==> src/rtl/pkt_sink.sv <==
// pkt_sink: credit-controlled bus sink with a registered FIFO, per-word parity
// checking and packet framing, presented on a valid/ready stream.
//
// state  | meaning
// IDLE   | next popped word starts a packet (out_sop=1)
// IN_PKT | inside a packet; id latched, word_cnt counts words popped so far
module pkt_sink #(
  parameter int DATA_SIZE     = 64,
  parameter int CTL_SIZE      = 3,
  parameter int PAYLOAD       = 32,
  parameter int FLAGS         = 11,
  parameter int ADDR          = 20,
  parameter int ID            = 2,
  parameter int CREDITS       = 16,
  parameter int MAX_PKT_WORDS = 16
) (
  input  logic                          clk,
  input  logic                          rst,
  input  logic                          bus_valid,
  input  logic [DATA_SIZE+CTL_SIZE-1:0] sub_sys_bus,
  output logic                          credit_ret,
  output logic                          out_valid,
  input  logic                          out_ready,
  output logic [PAYLOAD-1:0]            out_payload,
  output logic [FLAGS-1:0]              out_flags,
  output logic [ADDR-1:0]               out_addr,
  output logic [ID-1:0]                 out_id,
  output logic                          out_sop,
  output logic                          out_eop,
  output logic                          out_ecc_err,
  output logic [15:0]                   ecc_err_cnt,
  output logic                          ovf_err,
  output logic                          proto_err
);

  localparam int W        = DATA_SIZE + CTL_SIZE;
  localparam int PW       = (CREDITS > 1) ? $clog2(CREDITS) : 1;
  localparam int CW       = $clog2(CREDITS + 1);
  localparam int WCW      = $clog2(MAX_PKT_WORDS + 1);
  localparam int ID_LO    = 1;
  localparam int ADDR_LO  = ID_LO + ID;
  localparam int ECC_B    = ADDR_LO + ADDR;
  localparam int FLAGS_LO = ECC_B + 1;
  localparam int PAY_LO   = FLAGS_LO + FLAGS;

  localparam logic [CW-1:0]  FULL     = CW'(CREDITS);
  localparam logic [PW-1:0]  PTR_LAST = PW'(CREDITS - 1);
  localparam logic [WCW-1:0] WC_LAST  = WCW'(MAX_PKT_WORDS - 1);

  typedef enum logic {IDLE, IN_PKT} state_t;

  logic [W-1:0]   mem [CREDITS];
  logic [PW-1:0]  wr_ptr, rd_ptr;
  logic [CW-1:0]  count;
  logic           push, pop, ovf_set, proto_set;

  logic [W-1:0]       head;
  logic [PAYLOAD-1:0] head_payload;
  logic [FLAGS-1:0]   head_flags;
  logic [ADDR-1:0]    head_addr;
  logic [ID-1:0]      head_id;
  logic               head_eop, head_ecc, head_parity_bad;

  state_t         state, state_nx;
  logic [WCW-1:0] word_cnt, word_cnt_nx;
  logic [ID-1:0]  id_q, id_nx;
  logic           force_term, id_bad;

  assign out_valid = (count != '0);
  assign pop       = out_valid && out_ready;
  // At full, a same-cycle pop frees the slot being written, so the push is taken.
  assign push      = bus_valid && ((count != FULL) || pop);
  assign ovf_set   = bus_valid && (count == FULL) && !pop;

  always_ff @(posedge clk) begin
    if (push) mem[wr_ptr] <= sub_sys_bus;
  end

  always_ff @(posedge clk or negedge rst) begin
    if (!rst) begin
      wr_ptr <= '0;
      rd_ptr <= '0;
      count  <= '0;
    end else begin
      if (push) wr_ptr <= (wr_ptr == PTR_LAST) ? '0 : wr_ptr + 1'b1;
      if (pop)  rd_ptr <= (rd_ptr == PTR_LAST) ? '0 : rd_ptr + 1'b1;
      case ({push, pop})
        2'b10:   count <= count + 1'b1;
        2'b01:   count <= count - 1'b1;
        default: count <= count;
      endcase
    end
  end

  assign head            = mem[rd_ptr];
  assign head_payload    = head[PAY_LO +: PAYLOAD];
  assign head_flags      = head[FLAGS_LO +: FLAGS];
  assign head_ecc        = head[ECC_B];
  assign head_addr       = head[ADDR_LO +: ADDR];
  assign head_id         = head[ID_LO +: ID];
  assign head_eop        = head[0];
  assign head_parity_bad = head_ecc ^ (^{head_payload, head_flags, head_addr});

  assign out_payload = out_valid ? head_payload : '0;
  assign out_flags   = out_valid ? head_flags   : '0;
  assign out_addr    = out_valid ? head_addr    : '0;
  assign out_id      = out_valid ? head_id      : '0;
  assign out_ecc_err = out_valid && head_parity_bad;

  always_ff @(posedge clk or negedge rst) begin
    if (!rst) begin
      state    <= IDLE;
      word_cnt <= '0;
      id_q     <= '0;
    end else begin
      state    <= state_nx;
      word_cnt <= word_cnt_nx;
      id_q     <= id_nx;
    end
  end

  always_comb begin
    state_nx    = state;
    word_cnt_nx = word_cnt;
    id_nx       = id_q;
    if (pop) begin
      case (state)
        IDLE: begin
          id_nx       = head_id;
          word_cnt_nx = WCW'(1);
          state_nx    = head_eop ? IDLE : IN_PKT;
        end
        IN_PKT: begin
          if (head_eop || force_term) begin
            state_nx    = IDLE;
            word_cnt_nx = '0;
          end else begin
            word_cnt_nx = word_cnt + 1'b1;
          end
        end
        default: state_nx = IDLE;
      endcase
    end
  end

  always_comb begin
    force_term = (state == IN_PKT) && (word_cnt == WC_LAST) && !head_eop;
    id_bad     = (state == IN_PKT) && (head_id != id_q);
    out_sop    = out_valid && (state == IDLE);
    out_eop    = out_valid && (head_eop || force_term);
    proto_set  = pop && (id_bad || force_term);
  end

  always_ff @(posedge clk or negedge rst) begin
    if (!rst) begin
      credit_ret  <= 1'b0;
      ovf_err     <= 1'b0;
      proto_err   <= 1'b0;
      ecc_err_cnt <= '0;
    end else begin
      credit_ret <= pop;
      if (ovf_set)   ovf_err   <= 1'b1;
      if (proto_set) proto_err <= 1'b1;
      if (pop && head_parity_bad && (ecc_err_cnt != 16'hFFFF))
        ecc_err_cnt <= ecc_err_cnt + 1'b1;
    end
  end

endmodule
==> config.mk <==
export PLATFORM = sky130hd
export DESIGN_NAME = pkt_sink
export DESIGN_NICKNAME = d
export VERILOG_FILES = /design/src/rtl/pkt_sink.sv
export SDC_FILE = /design/constraint.sdc
export NUM_CORES = 1
export LEC_CHECK = 0
export ABC_AREA = 1
export BUFFER_PORTS_ARGS = -buffer_cell sky130_fd_sc_hd__buf_2
export CORE_MARGIN = 2
export CORE_UTILIZATION = 56
export DETAILED_ROUTE_END_ITERATION = 12
export PLACE_DENSITY_LB_ADDON = 0.1
export SYNTH_ARGS = -nofsm -noshare
export SYNTH_HDL_FRONTEND = slang
export SYNTH_SLANG_ARGS = --single-unit
==> constraint.sdc <==
create_clock -name clk -period 5 [get_ports clk]
set_input_delay 0.5 -clock clk [delete_from_list [all_inputs] [get_ports clk]]
set_output_delay 0.5 -clock clk [all_outputs]
set_load 0.02 [all_outputs]
Word-level counts from Yosys, hierarchy flattened. Memory sizes are Yosys's and may differ from the RTL's. Cells that the tools add are included.

Reductions and logical operators: 22. Muxes and demuxes: 14. Bitwise gates (word level): 2. $add $sub $neg: 6. Equality and inequality tests: 9.

Operator list (number): $reduce_xor 63->1 (1); $mux 32 (1); $mux 20 (1); $pmux 5 s2 (2); $add 16x1->16 const B (1); $ne 16x16->1 const B (1); $logic_and 1x1->1 (13); $mux 11 (1); $add 5x1->5 const B (2); $add 4x1->4 const B (2); $eq 4x4->1 const B (2); $mux 4 (2); $eq 5x4->1 const B (1); $eq 5x5->1 const B (1); $mux 5 (1); $ne 5x5->1 const B (1); $reduce_bool 5->1 (1); $sub 5x1->5 const B (1); $mux 1 (4); $logic_or 1x1->1 (3); $eq 2x1->1 const B (1); $eq 2x2->1 const B (1); $logic_not 1->1 (2); $mux 2 (1); 6 further kinds (6).

Register bits: 40. Input port bits: 71. RAM bits: 1072. Output and inout bits: 88. Memories kept: 1. Logic and storage cells: 64.

Memory list: mem (depth 16, width 67, read ports 1, clocked after Yosys merged registers in 0, write ports 1, line 52) `logic [W-1:0] mem [CREDITS];`.

Longest topological paths before layout.
Word-level depth: 6. Gate-level depth with buffers: 31. Mapped depth without buffers: 28.

Worst setup path before layout. Ideal clock, no wire load.

Kind: register -> register. From: register count[0]. To: memory mem[11][0] (netlist name), enable pin. Library setup time: 0.493 ns. Path slack: -0.071 ns. Cell stages (with the launch flop): 11. Buffers on the path: 0. Arrival: 4.578 ns. Data required time: 4.507 ns. Cell sequence: dfrtp_1 -> nor4_1 -> inv_1 -> nor2_1 -> inv_1 -> nand2_1 -> inv_1 -> nor2_1 -> nor2_1 -> nand2_1 -> nor2_1.

Cells in the longest elaborated chain, start to end: 6.

RTL lines: start, declared (line 54) `logic [CW-1:0] count;`; start signal, assigned (line 88) `2'b10: count <= count + 1'b1;`; start signal, assigned (line 89) `2'b01: count <= count - 1'b1;`; start signal, assigned (line 90) `default: count <= count;`; $reduce_bool 5->1 (line 69) `assign out_valid = (count != '0);`; net out_valid (line 22) `output logic out_valid,`; $logic_and 1x1->1 (line 70) `assign pop = out_valid && out_ready;`; $logic_or 1x1->1 (line 72) `assign push = bus_valid && ((count != FULL) || pop);`; $logic_and 1x1->1 (line 72); $mux 1 (line 76) `if (push) mem[wr_ptr] <= sub_sys_bus;`; $mux 1 (implied by the code) (line 76); end, declared (line 52).

The timed path passes the listed nets, and every way through them passes these cells.

Worst setup path in the final report.
From: register rd_ptr[0]. To: output port out_ecc_err.

Cells in the longest elaborated chain, start to end: 4.

RTL lines: start, declared (line 53) `logic [PW-1:0] wr_ptr, rd_ptr;`; start signal, assigned (line 86) `if (pop) rd_ptr <= (rd_ptr == PTR_LAST) ? '0 : rd_ptr + 1'b1;`; $mem_v2 16x67 (*); $reduce_xor 63->1 (line 102) `assign head_parity_bad = head_ecc ^ (^{head_payload, head_flags, head_addr});`; $xor 1x1->1 (*) (line 102); $logic_and 1x1->1 (*) (line 108) `assign out_ecc_err = out_valid && head_parity_bad;`; end, declared (line 30) `output logic out_ecc_err,`.

Mark *: on every way between the ends. The rest lies on a longest branch, timed or not.

==> reports/metrics.cfg <==
[detailed_routing]
wirelength_um=133000
routed_via_density=5.41
drtIter0Drc=3711
drt-wirelength-per-cell_um=20.9
vias=34499
dr.pass1.iters=6
drc=0
ant_nets=0

[flow_run]
maxCapViolCount=0

[floorplanning]
dieArea_um2=90900
rows=109
die_y_um=301
core_um2=88100
start_util=0.562
num_io_pins=159
die_x_um=301

[global_route]
grt_pass1_vias=31830
grt_pass1_wl_um=196000
grt.overflow.total=0
grt_max_degree=129
antenna_found_initial=7
grtUsageTotal=0.289

[logic_synthesis]
seq_area_frac_synth=0.670
ys_warn_count=0
ys_seq_elements=1112
synth_largest_area_cell=edfxtp_1
netlist_area_um2=49600
syn_nets=5040
yosys.area.top_type_share=0.650
synth_area_leaders=edfxtp_1 (65%), nand2_1 (12%), inv_1 (4.6%)
synth_area_per_cell_um2=10.0
synth_cells=4956
synth.distinct_cells=44

[power_and_ir_drop]
leakage_nw=23.6
power_mw=38.5
peakVddDrop_mv=0.941
power_density_nw_per_um2=689

[critical_path]
arrival_ns=4.26
critPathMaxStageDelay_ns=0.57
crit_slowest_cell=dfrtp_4
critPathCaptureType=output port
path_common_cell=nand2_1
crit_fanout=40
cp.required_ns=4.50
reg2reg_depth=27
path_class=reg2out
start_kind=flip-flop

[placement]
gp_congestion=0.840
portBuffers=158
dpl_worst_slack_ns=0.646
dp_hpwl_um=69900

[finish]
area_delta_synth_final_pct=12.8
drive_above_1_share=0.101
fin_util=0.634
layout.nets=5193

[sta]
rsz0062_at_grt=false
layout_setup_ws_ns=0.236
hold_viol=0
skew_ns=0.0290
max_freq_mhz=210
worst_pin_slew_ns=1.21
period_minus_slack_ns=4.76
relSlewSlack=0.196
min_period_over_period=0.953
setup_viol=0
slew_viol_final=0

[clock_tree]
numCtsBuffers=115
root_buffer=clkbuf_16
clock-sinks=1112
htreeDepth=3
clk_latency_ns=0.71
clk_pin_slew_ns=0.06
cts_tree=yes
clockBufferDepth=3

[min_path]
hold_depth=2
hold_class=in2reg

[outcome]
status=complete, no violations

## layout by cell type (no fill, tap or decap), types with 4 or more instances in the layout
cell type / synthesis / layout
ha_1: 12 / 12
o211ai_1: 9 / 9
nand2_1: 1597 / 1595
edfxtp_1: 1072 / 1072
buf_4: 23 / 54
clkinv_1: 17 / 38
o21ai_1: 130 / 130
nand2_2: 7 / 8
nor3_1: 7 / 7
inv_2: 17 / 13
buf_2: 106 / 159
inv_1: 601 / 600
a21oi_2: 3 / 4
nor2_4: 0 / 19
buf_16: 0 / 5
dfrtp_1: 40 / 37
a31oi_1: 5 / 5
nor2_2: 6 / 9
bufinv_16: 0 / 14
o21ai_0: 99 / 99
o221ai_1: 6 / 6
inv_6: 0 / 6
buf_6: 41 / 6
clkbuf_1: 50 / 13
o22ai_1: 13 / 13
xor2_1: 13 / 13
clkinvlp_4: 0 / 14
clkbuf_16: 0 / 120
a21oi_1: 11 / 10
nand3_1: 428 / 428
clkinv_2: 0 / 27
buf_12: 0 / 35
nor2_1: 594 / 572
nand3_2: 10 / 9
xnor2_1: 8 / 8
## synthesized netlist by cell type
library cell,count
o21ai_2,1
nand2_1,1597
nand4_2,1
xor2_1,13
ha_1,12
o21ai_1,130
inv_1,601
nand3_2,10
buf_8,1
a21o_1,1
nor4_1,2
xnor2_1,8
nand2_4,2
buf_4,23
buf_6,41
a21oi_2,3
nor2_2,6
a31o_2,1
nor2_8,1
a31oi_1,5
buf_2,106
a32o_1,1
fa_1,1
o2111ai_1,1
or2_2,1
nor3b_1,1
nand4_1,3
o22ai_1,13
buf_1,9
nand2_2,7
nor2_1,594
nor3_1,7
clkbuf_1,50
a211oi_1,1
clkinv_1,17
inv_2,17
o221ai_1,6
a22o_1,3
a21oi_1,11
dfrtp_1,40
edfxtp_1,1072
o211ai_1,9
nand3_1,428
o21ai_0,99
## layer usage
metal  vias up  share of wire  track usage
met1     16599           0.43        0.415
met5         -        0.00043            0
met4         8          0.019       0.0708
met3       193          0.076       0.0356
met2      1320           0.48        0.475
li1      16379              -            -
## final timing paths
check,start,endpoint,slack (ns)
setup / recovery,rd_ptr[0],out_ecc_err,0.24
hold / removal,bus_valid,ovf_err,0.03
setup reg to reg,rd_ptr[0],ecc_err_cnt[8],1.04
hold reg to reg,ovf_err,ovf_err,0.47
max in group asynchronous,rst,rd_ptr[1],3.81
min in group asynchronous,rst,count[1],0.50
## cell families (layout without fill, tap and decap cells)
group                      after synthesis  count (layout)  share of synthesized area
adders and majority gates               13              13                    0.00343
DFF                                   1112            1112                      0.670
other                                    0               2                          0
xor gates and xnor gates                21              21                    0.00371
buffers and inverters                  865            1116                     0.0764
and+or+nand+nor                       2660            2660                      0.216
AOI/OAI and AO/OA                      285             285                     0.0310
## flip-flops by register name, indices dropped and copies added (netlist names)
| signal | count |
|---|---|
| id_q | 2 |
| wr_ptr | 4 |
| state | 1 |
| count | 5 |
| ovf_err | 1 |
| credit_ret | 1 |
| proto_err | 1 |
| mem | 1072 |
| ecc_err_cnt | 16 |
| rd_ptr | 4 |
| word_cnt | 5 |
## layout make-up
class | instances | area [um2]
diodes | 2 | 5.00
repair buffers | 265 | 2220
clock inverters | 85 | 836
clock buffers | 130 | 2980
well taps | 1165 | 1460
repair inverters | 1 | 8.76
fillers | 7122 | 32200
flip-flops and latches | 1112 | 33200
inverters | 635 | 2420
multi-input cells | 2979 | 12700
## per-stage QoR
step | hold slack [ns] | area, um2 | setup TNS [ns] | cells
global route | 0.0251 | 55900 | 0 | 6373
finish | 0.0315 | 55900 | 0 | 6374
detailed placement | 0.463 | 51700 | 0 | 6136
CTS | 0.00704 | 55500 | 0 | 6352
floorplan | 0.204 | 49600 | -60.17 | 4956
global placement | 0.437 | 51700 | 0 | 6136
## critical path, delay by kind of cell (launching register included)
| family | cells | cell delay [ns] |
|---|---|---|
| simple gates | 21 | 1.88 |
| buf+inv | 6 | 1.00 |
| flops | 1 | 0.57 |
| compound gates | 1 | 0.10 |
## what timing repair did
item | CTS | global route
pin swaps | 0 | 2
endpoints found under the hold margin | 40 | 0
hold buffers | 1 | 0
setup endpoints to repair | 1 | 1
gates cloned | 0 | 4
buffers inserted | 0 | 16
resized for setup | 5 | 29
## power breakdown
part	switching (mW)	internal, mW
registers	0.309	11.2
clock network	3.64	5.00
logic	13.2	5.23
total	17.1	21.4
Note: power is estimated with default switching activity, not from simulation.
